===== src/rtl/nes_poll_pkg.sv =====
// nes_poll_pkg: shared state encoding, button indices and 64 MHz timing defaults
package nes_poll_pkg;
  typedef enum logic [2:0] {
    S_IDLE, S_LATCH, S_GAP, S_CLK_HI, S_CLK_LO, S_PUBLISH
  } state_t;
  localparam int BTN_A      = 0;
  localparam int BTN_B      = 1;
  localparam int BTN_SELECT = 2;
  localparam int BTN_START  = 3;
  localparam int BTN_UP     = 4;
  localparam int BTN_DOWN   = 5;
  localparam int BTN_LEFT   = 6;
  localparam int BTN_RIGHT  = 7;
  localparam int DEF_LATCH_CYCLES = 768;
  localparam int DEF_HALF_CYCLES  = 384;
  localparam int DEF_POLL_PERIOD  = 1066667;
  function automatic int max2(input int a, input int b);
    return a > b ? a : b;
  endfunction
endpackage


===== src/rtl/nes_poll_timer.sv =====
// nes_poll_timer: enable-gated period counter, ticks on the last count of each period
module nes_poll_timer
  import nes_poll_pkg::*;
#(
  parameter int POLL_PERIOD = DEF_POLL_PERIOD
) (
  input  logic clk,
  input  logic reset,
  input  logic i_enable,
  output logic o_tick
);
  localparam int TW = $clog2(POLL_PERIOD) > 0 ? $clog2(POLL_PERIOD) : 1;
  logic [TW-1:0] r_count;
  logic          w_last;
  assign w_last = r_count == TW'(POLL_PERIOD - 1);
  assign o_tick = i_enable && w_last;
  always_ff @(posedge clk)
    if (reset || !i_enable) r_count <= '0;
    else r_count <= w_last ? '0 : r_count + 1'b1;
endmodule


===== src/rtl/nes_poll_scheduler.sv =====
// nes_poll_scheduler: drives shared latch/clock to two NES pads and publishes
// an atomic two-pad snapshot after every poll.
module nes_poll_scheduler
  import nes_poll_pkg::*;
#(
  parameter int LATCH_CYCLES = DEF_LATCH_CYCLES,
  parameter int HALF_CYCLES  = DEF_HALF_CYCLES,
  parameter int POLL_PERIOD  = DEF_POLL_PERIOD
) (
  input  logic       clk,
  input  logic       reset,
  input  logic       enable,
  input  logic       trigger,
  input  logic       overrun_clr,
  input  logic       nes_data0,
  input  logic       nes_data1,
  output logic       nes_latch,
  output logic       nes_clk,
  output logic [7:0] buttons0,
  output logic [7:0] buttons1,
  output logic       valid,
  output logic       changed,
  output logic       busy,
  output logic       overrun
);
  localparam int CMAX = max2(LATCH_CYCLES, HALF_CYCLES);
  localparam int CW   = $clog2(CMAX) > 0 ? $clog2(CMAX) : 1;
  state_t        r_state, w_next;
  logic [CW-1:0] r_cnt;
  logic [2:0]    r_bit;
  logic [7:0]    r_shift0, r_shift1, r_btn0, r_btn1;
  logic          r_latch, r_nclk, r_valid, r_changed, r_busy, r_overrun;
  logic          w_tick, w_req, w_latch_done, w_half_done, w_sample, w_pub, w_chg;
  nes_poll_timer #(.POLL_PERIOD(POLL_PERIOD)) u_timer (
    .clk      (clk),
    .reset    (reset),
    .i_enable (enable),
    .o_tick   (w_tick)
  );
  assign w_req        = (enable & w_tick) | trigger;
  assign w_latch_done = r_cnt == CW'(LATCH_CYCLES - 1);
  assign w_half_done  = r_cnt == CW'(HALF_CYCLES - 1);
  // Bit 0 is already on the data lines once latch drops; later bits just before nes_clk falls
  assign w_sample = (r_state == S_GAP && r_cnt == '0) || (r_state == S_CLK_HI && w_half_done);
  assign w_pub    = w_next == S_PUBLISH;
  assign w_chg    = (~r_shift0 != r_btn0) || (~r_shift1 != r_btn1);
  always_comb begin
    w_next = r_state;
    unique case (r_state)
      S_IDLE:    w_next = w_req ? S_LATCH : S_IDLE;
      S_LATCH:   w_next = w_latch_done ? S_GAP : S_LATCH;
      S_GAP:     w_next = w_half_done ? S_CLK_HI : S_GAP;
      S_CLK_HI:  w_next = w_half_done ? S_CLK_LO : S_CLK_HI;
      S_CLK_LO:  w_next = !w_half_done ? S_CLK_LO : (r_bit == 3'd7) ? S_PUBLISH : S_CLK_HI;
      S_PUBLISH: w_next = S_IDLE;
      default:   w_next = S_IDLE;
    endcase
  end
  always_ff @(posedge clk)
    if (reset) begin
      r_state   <= S_IDLE;
      r_cnt     <= '0;
      r_bit     <= '0;
      r_shift0  <= '0;
      r_shift1  <= '0;
      r_btn0    <= '0;
      r_btn1    <= '0;
      r_latch   <= 1'b0;
      r_nclk    <= 1'b0;
      r_valid   <= 1'b0;
      r_changed <= 1'b0;
      r_busy    <= 1'b0;
      r_overrun <= 1'b0;
    end else begin
      r_state   <= w_next;
      r_cnt     <= (w_next != r_state || r_state == S_IDLE) ? '0 : r_cnt + 1'b1;
      r_bit     <= (r_state == S_IDLE) ? '0 :
                   (w_next == S_CLK_HI && r_state != S_CLK_HI) ? r_bit + 1'b1 : r_bit;
      if (w_sample) begin
        r_shift0[r_bit] <= nes_data0;
        r_shift1[r_bit] <= nes_data1;
      end
      if (w_pub) begin
        r_btn0 <= ~r_shift0;
        r_btn1 <= ~r_shift1;
      end
      r_latch   <= w_next == S_LATCH;
      r_nclk    <= w_next == S_CLK_HI;
      r_valid   <= w_pub;
      r_changed <= w_pub && w_chg;
      r_busy    <= w_next != S_IDLE;
      r_overrun <= (w_req && r_busy) || (r_overrun && !overrun_clr);
    end
  assign nes_latch = r_latch;
  assign nes_clk   = r_nclk;
  assign buttons0  = r_btn0;
  assign buttons1  = r_btn1;
  assign valid     = r_valid;
  assign changed   = r_changed;
  assign busy      = r_busy;
  assign overrun   = r_overrun;
endmodule


===== config.mk =====
export PLATFORM = sky130hd
export DESIGN_NAME = nes_poll_scheduler
export DESIGN_NICKNAME = d
export VERILOG_FILES = /design/src/rtl/nes_poll_pkg.sv /design/src/rtl/nes_poll_timer.sv /design/src/rtl/nes_poll_scheduler.sv
export SDC_FILE = /design/constraint.sdc
export NUM_CORES = 1
export LEC_CHECK = 0
export BUFFER_PORTS_ARGS = -buffer_cell sky130_fd_sc_hd__buf_2
export CAP_MARGIN = 0
export CELL_PAD_IN_SITES_DETAIL_PLACEMENT = 1
export CELL_PAD_IN_SITES_GLOBAL_PLACEMENT = 1
export CORE_MARGIN = 5
export CORE_UTILIZATION = 41
export DETAILED_ROUTE_END_ITERATION = 8
export HOLD_SLACK_MARGIN = 0.06
export PLACE_DENSITY = 0.86
export SYNTH_ARGS = -nofsm -noshare
export SYNTH_HDL_FRONTEND = slang
export SYNTH_SLANG_ARGS = --single-unit

===== constraint.sdc =====
create_clock -name clk -period 2 [get_ports clk]
set_clock_uncertainty 0.1 [all_clocks]
set_input_delay 0.3 -clock clk [delete_from_list [all_inputs] [get_ports clk]]
set_output_delay 0.3 -clock clk [all_outputs]
set_load 0.01 [all_outputs]

-- Yosys cells after proc, flatten, opt, wreduce, memory -nomap -nowiden
Cells that the tools add are included.
- register bits: 75
- input port bits: 7
- add/sub/neg operators: 3
- magnitude comparators: 2
- equal/unequal tests: 15
- mux-type cells: 11
- bitwise logic cells: 4
- reductions and logical operators: 21
- operators with widths (operator ; number):
    $add A21 B1 Y21 const B ; 1
    $eq A21 B21 Y1 const B ; 1
    $bwmux W8 ; 2
    $ne A8 B8 Y1 ; 2
    $not A8 Y8 ; 2
    $pmux W3 S5 ; 1
    $add A10 B1 Y10 const B ; 1
    $eq A10 B10 Y1 const B ; 1
    $eq A10 B9 Y1 const B ; 1
    $logic_not A10 Y1 ; 1
    $eq A3 B2 Y1 const B ; 3
    $eq A3 B3 Y1 const B ; 3
    $mux W3 ; 3
    $logic_and A1 B1 Y1 ; 8
    $eq A3 B1 Y1 const B ; 2
    $reduce_or A2 Y1 ; 3
    $logic_or A1 B1 Y1 ; 5
    $lt A3 B4 Y1 const B ; 1
    $add A3 B1 Y3 const B ; 1
    $demux W1 S3 ; 1
    $ge A3 B1 Y1 const B ; 1
    $logic_not A3 Y1 ; 1
    $mux W1 ; 3
    $ne A3 B2 Y1 const B ; 1
    6 further kinds ; 7

-- Longest topological paths before layout
- word-level depth: 9
- depth in mapped cells: 9
- gate-level depth less buffers: 8

-- Hierarchy
Synthesis repeated with hierarchy kept, for this count alone.
- cells, all modules: 397
- area total of the unflattened synthesis: 3558.4 µm²
- by module, submodules not included (module ; times used ; cells each ; area an instance (µm²) ; seq. area each (µm²)):
    nes_poll_scheduler ; 1 ; 282 ; 2527.4 ; 1081.0
    nes_poll_timer ; 1 ; 115 ; 1031.0 ; 420.4

-- Worst setup path after synthesis
OpenSTA, ideal clock, no wires.
- path type: register to register
- from: reg r_cnt[0]
- to: reg r_btn0[0] (netlist: buttons0[0])
- library setup time: 0.129 ns
- arrival time: 1.960 ns
- setup slack: -0.189 ns
- stages on the path, launching flop included: 9
- path buffers: 2
- clock period less this slack: 2.189 ns
- path through: dfxtp_1 ha_1 nand2_1 nor3_4 nor2_1 a2111oi_4 buf_2 buf_2 o41ai_1
- cells in the longest elaborated chain, start to end: 4
- elaborated cells on any way between the ends: 8
- RTL lines (element ; line ; source):
    from (decl) ; nes_poll_scheduler.sv:29 ; logic [CW-1:0] r_cnt;
    from (signal assigned) ; nes_poll_scheduler.sv:76 ; r_cnt <= (w_next != r_state || r_state == S_IDLE) ? '0 : r_cnt + 1'b1;
    $eq A10 B9 Y1 or $eq A10 B10 Y1 (tied branches) ; nes_poll_scheduler.sv:42, nes_poll_scheduler.sv:41 ;
    $mux W3, or another cell as far along ; nes_poll_scheduler.sv:54 ; S_CLK_LO: w_next = !w_half_done ? S_CLK_LO : (r_bit == 3'd7) ? S_PUBLISH : S_CLK_HI;
    $pmux W3 S5 * ; nes_poll_scheduler.sv:49 ; unique case (r_state)
    $eq A3 B3 Y1 * ; nes_poll_scheduler.sv:45 ; assign w_pub = w_next == S_PUBLISH;
    to (signal assigned) ; nes_poll_scheduler.sv:84 ; r_btn0 <= ~r_shift0;
    to (decl) ; nes_poll_scheduler.sv:31 ; logic [7:0] r_shift0, r_shift1, r_btn0, r_btn1;
Every way passes the cells marked *; elsewhere a longest branch is shown, timed or not.
A chain may end at the register's enable or synchronous reset.

-- Final worst setup path
- from: reg u_timer.r_count[0]
- to: reg r_bit[0]
- cells in the longest elaborated chain, start to end: 8
- RTL lines (element ; line ; source):
    from (decl) ; nes_poll_timer.sv:13 ; logic [TW-1:0] r_count;
    from (signal assigned) ; nes_poll_timer.sv:19 ; else r_count <= w_last ? '0 : r_count + 1'b1;
    $eq A21 B21 Y1 ; nes_poll_timer.sv:15 ; assign w_last = r_count == TW'(POLL_PERIOD - 1);
    $logic_and A1 B1 Y1 ; nes_poll_timer.sv:16 ; assign o_tick = i_enable && w_last;
    $and A1 B1 Y1 ; nes_poll_scheduler.sv:40 ; assign w_req = (enable & w_tick) | trigger;
    $or A1 B1 Y1 ; nes_poll_scheduler.sv:40 ;
    $mux W1 ; nes_poll_scheduler.sv:50 ; S_IDLE: w_next = w_req ? S_LATCH : S_IDLE;
    $pmux W3 S5 ; nes_poll_scheduler.sv:49 ;
    $eq A3 B2 Y1 ; nes_poll_scheduler.sv:78 ; (w_next == S_CLK_HI && r_state != S_CLK_HI) ? r_bit + 1'b1 : r_bit;
    $logic_and A1 B1 Y1 ; nes_poll_scheduler.sv:78 ;
    to (signal assigned) ; nes_poll_scheduler.sv:77 ; r_bit <= (r_state == S_IDLE) ? '0 :
    to (decl) ; nes_poll_scheduler.sv:30 ; logic [2:0] r_bit;
No other way between the ends.

==> key figures <==
Setup path
  • Critical path, cell by cell: inv_2 > ha_4 > nor4b_4 > nand4_1 > o31ai_2 > buf_4 > a2111oi_4 > buf_6 > buf_12 > or3_4 > a21oi_4
  • CP arrival: 2.76 ns
  • RR Endpoint: r_bit[0]
  • Setup slack, reg-to-reg: -0.56 ns
  • Slowest-stage cell, CP: or3_4
  • Reg2reg start: u_timer.r_count[0]
  • R2R cell count: 11
  • Worst setup SP type: flop
  • Worst path max stage delay: 0.37 ns
  • Data required, critical path: 2.20 ns
  • Worst Setup SP: u_timer.r_count[0]
  • CP endpoint: r_bit[0]
  • Critical Path End Type: flop
  • Critical-path maximum fanout: 5
  • Critical path type: flop to flop

GRT
  • Largest net degree at the start of global routing: 37
  • GR Overflow Total: 0
  • Number of global-route vias before repair: 3,910
  • Initial antenna violation count: 0
  • First-pass GRT wire length: 22,200 um
  • Overall routing resource usage: 28.3%

Power and ir drop
  • VDD IR max: 0.435 mV
  • Switching share of total power: 28.3%
  • P per Cell Area: 584 mW/mm2
  • P_int: 2.32 mW
  • P_sw: 0.914 mW
  • Sequential power share: 46.8%
  • Static leakage: 2.30 nW
  • Clock power frac: 39.6%
  • Comb pwr share: 13.6%

Clocking
  • CTS Buf Count: 9
  • Hold-fix buffers, CTS: 0
  • # H-tree levels: 3
  • Worst-Skew Late Latency: 0.38 ns
  • CTS max path bufs: 2
  • CTS tree: built
  • Clock-pin slew on the worst setup and hold paths: 0.10 ns
  • Clock root buffer: clkbuf_8
  • Clk sinks: 75

STA
  • # setup viols final: 51
  • Setup WS post-layout: -0.558 ns
  • Slew headroom: 65.9%
  • Fin. max-slew vios: 0
  • Setup_tns: -17.89 ns
  • Hold Fails Final Rpt: 0
  • RSZ-0062 raised after global routing: yes
  • F_max: 0.391 GHz
  • Worst slew pin tran: 0.511 ns
  • Fin crit period: 2.56 ns
  • Fin crit share: 128%

Synth
  • Register area share after synthesis: 42.5%
  • Synthesized area: 0.00353 mm2
  • Most used DFF post-synth: dfxtp_1
  • Synth cell types: 47
  • Post-synth EDFFs: 0
  • Mean post-synth cell area: 9.32 um2
  • Async set or reset register ratio after synthesis: 0%
  • Cells after Synth: 379
  • Register bit total from synthesis: 75
  • Yosys warnings: 0
  • Syn_nets: 392

Layout
  • Cell Count, Final, Fillers Out: 607
  • Fill cells: 856
  • Reg area: 0.00152 mm2
  • Design area: 0.00554 mm2
  • Most common cell after layout, fill and taps aside: buf_4
  • Final Core Density: 66.8%
  • Multi-input gate area: 0.00251 mm2
  • Area growth syn-to-layout: 56.9%
  • Most frequent cells in the layout: 71 x buf_4, 65 x dfxtp_1, 48 x nor2_1, 28 x buf_2, 24 x xor2_1
  • Layout net count: 510
  • Share of cells above drive strength 1: 47.9%

Floorplanning
  • Die span in y: 103 um
  • IO Count: 29
  • Initial Utilization: 42.5%
  • Die X: 103 um
  • Area of the core: 0.00830 mm2
  • Site Rows: 33
  • Die area: 0.0106 mm2

Route
  • Via Count: 3,705
  • DR iter-0 viols: 203
  • Routed Antenna Nets: 0
  • Vias per cell: 6.10
  • Post-DR wirelength/cell: 28.6 um
  • Detailed Routing Iterations Pass 1: 4
  • Post-Route WL: 17,300 um
  • # DRC: 0

Status
  • Status: finished, violations left
  • Failing checks: setup timing

Place
  • Cells after DPL: 561
  • Placed cell areas: 0.00442 mm2
  • Number of port buffers: 28
  • Place WS: -0.302 ns
  • Final GP Congestion: 0.786
  • DP HPWL: 7470 um

Flow run
  • Max-Cap Viols: 0

Worst hold path
  • Worst hold path startpoint: nes_data1
  • HP Class: input port to flop
[repair_timing]
item | in CTS | in global routing
buffers inserted | 11 | 16
endpoints found under the setup margin | 52 | 74
resized for setup | 67 | 72
gates cloned | 3 | 3
pin swaps | 30 | 17
[per-layer routing]
| metal | part of all wire, % | track usage [%] | routed length, um | vias to the layer above |
|---|---|---|---|---|
| met2 | 51 | 52.0 | 8930 | 194 |
| met5 | 0 | 0 | 0 | - |
| met1 | 35 | 28.5 | 6100 | 1829 |
| met3 | 5.0 | 6.50 | 873 | 108 |
| li1 | - | - | - | 1574 |
| met4 | 8.3 | 18.1 | 1440 | 0 |
[power by group through the flow]
stage | clock, mW | combinational, mW | sequential (mW)
floorplan | 0 | 0.113 | 1.54
global placement | 0 | 0.173 | 1.54
detailed placement | 0 | 0.182 | 1.55
CTS | 1.22 | 0.321 | 1.51
global route | 1.35 | 0.448 | 1.51
finish | 1.28 | 0.440 | 1.51
[how the worst min path moves through the flow]
stage                    endpoint  cells past startpoint
3_5_place_dp          r_shift1[1]                      2
4_1_cts                  r_bit[0]                      3
3_3_place_gp          r_shift1[1]                      2
5_1_grt                  r_bit[0]                      3
2_1_floorplan  u_timer.r_count[0]                      1
6_report              r_shift1[1]                      3
[Yosys cell counts, types with 2 or more instances]
master / number / area share [%]
o21ai_0: 17 / 2.4
a21oi_1: 4 / 0.57
and4_1: 5 / 1.2
xor2_1: 24 / 6.0
buf_1: 2 / 0.21
nor3_1: 6 / 0.85
or3_1: 2 / 0.35
nor4b_1: 4 / 0.99
nor3b_1: 2 / 0.43
nand3b_1: 3 / 0.64
a31oi_1: 2 / 0.35
nand4_1: 7 / 1.2
xnor2_1: 20 / 5.0
nand2_1: 15 / 1.6
mux2i_1: 16 / 4.5
inv_1: 7 / 0.74
nand3_1: 14 / 2.0
buf_2: 3 / 0.43
and3_1: 8 / 1.4
nor4_1: 5 / 0.89
nor2b_1: 19 / 3.4
ha_1: 6 / 2.1
a211o_1: 2 / 0.50
dfxtp_1: 75 / 43
clkbuf_1: 16 / 1.7
nor4b_2: 5 / 2.1
o21bai_1: 2 / 0.43
nor2_1: 54 / 5.7
o41ai_1: 16 / 4.0
[cells by family after synthesis]
kind of cell	count (synthesis)	synth area share (%)
xor+xnor	45	11.4
simple gates	160	26.0
compound gates	49	10.3
fa+ha+maj	6	2.13
buf+inv	28	3.08
flops	75	42.5
mux	16	4.54
[registers in the layout (all words and copies together), names as in the netlist, 3 cells and up]
| register | cells |
|---|---|
| buttons0 | 8 |
| buttons1 | 8 |
| r_bit | 3 |
| r_cnt | 10 |
| r_shift0 | 8 |
| r_shift1 | 8 |
| r_state | 3 |
| u_timer.r_count | 21 |
[worst max-delay path, delay by kind of cell (launching register included)]
family | cells | cell delay (ns)
fa+ha+maj | 1 | 0.13
flops | 1 | 0.36
buf+inv | 4 | 0.57
simple gates | 3 | 0.77
compound gates | 3 | 0.54
[cell type report]
cell class	instances	share of cell area [%]
well taps	105	2.37
flip-flops and latches	75	27.4
inverters	7	0.519
diodes	1	0.0452
repair buffers	128	20.9
clock inverters	4	0.926
multi-input cells	276	45.3
clock buffers	11	2.55
[metrics by stage]
step	power [mW]	hold slack [ns]
after global placement	1.72	0.375
after detailed placement	1.73	0.387
after floorplan	1.66	0.319
final	3.23	0.208
after CTS	3.06	0.150
after global routing	3.32	0.204
(Power assumes the default switching activity.)
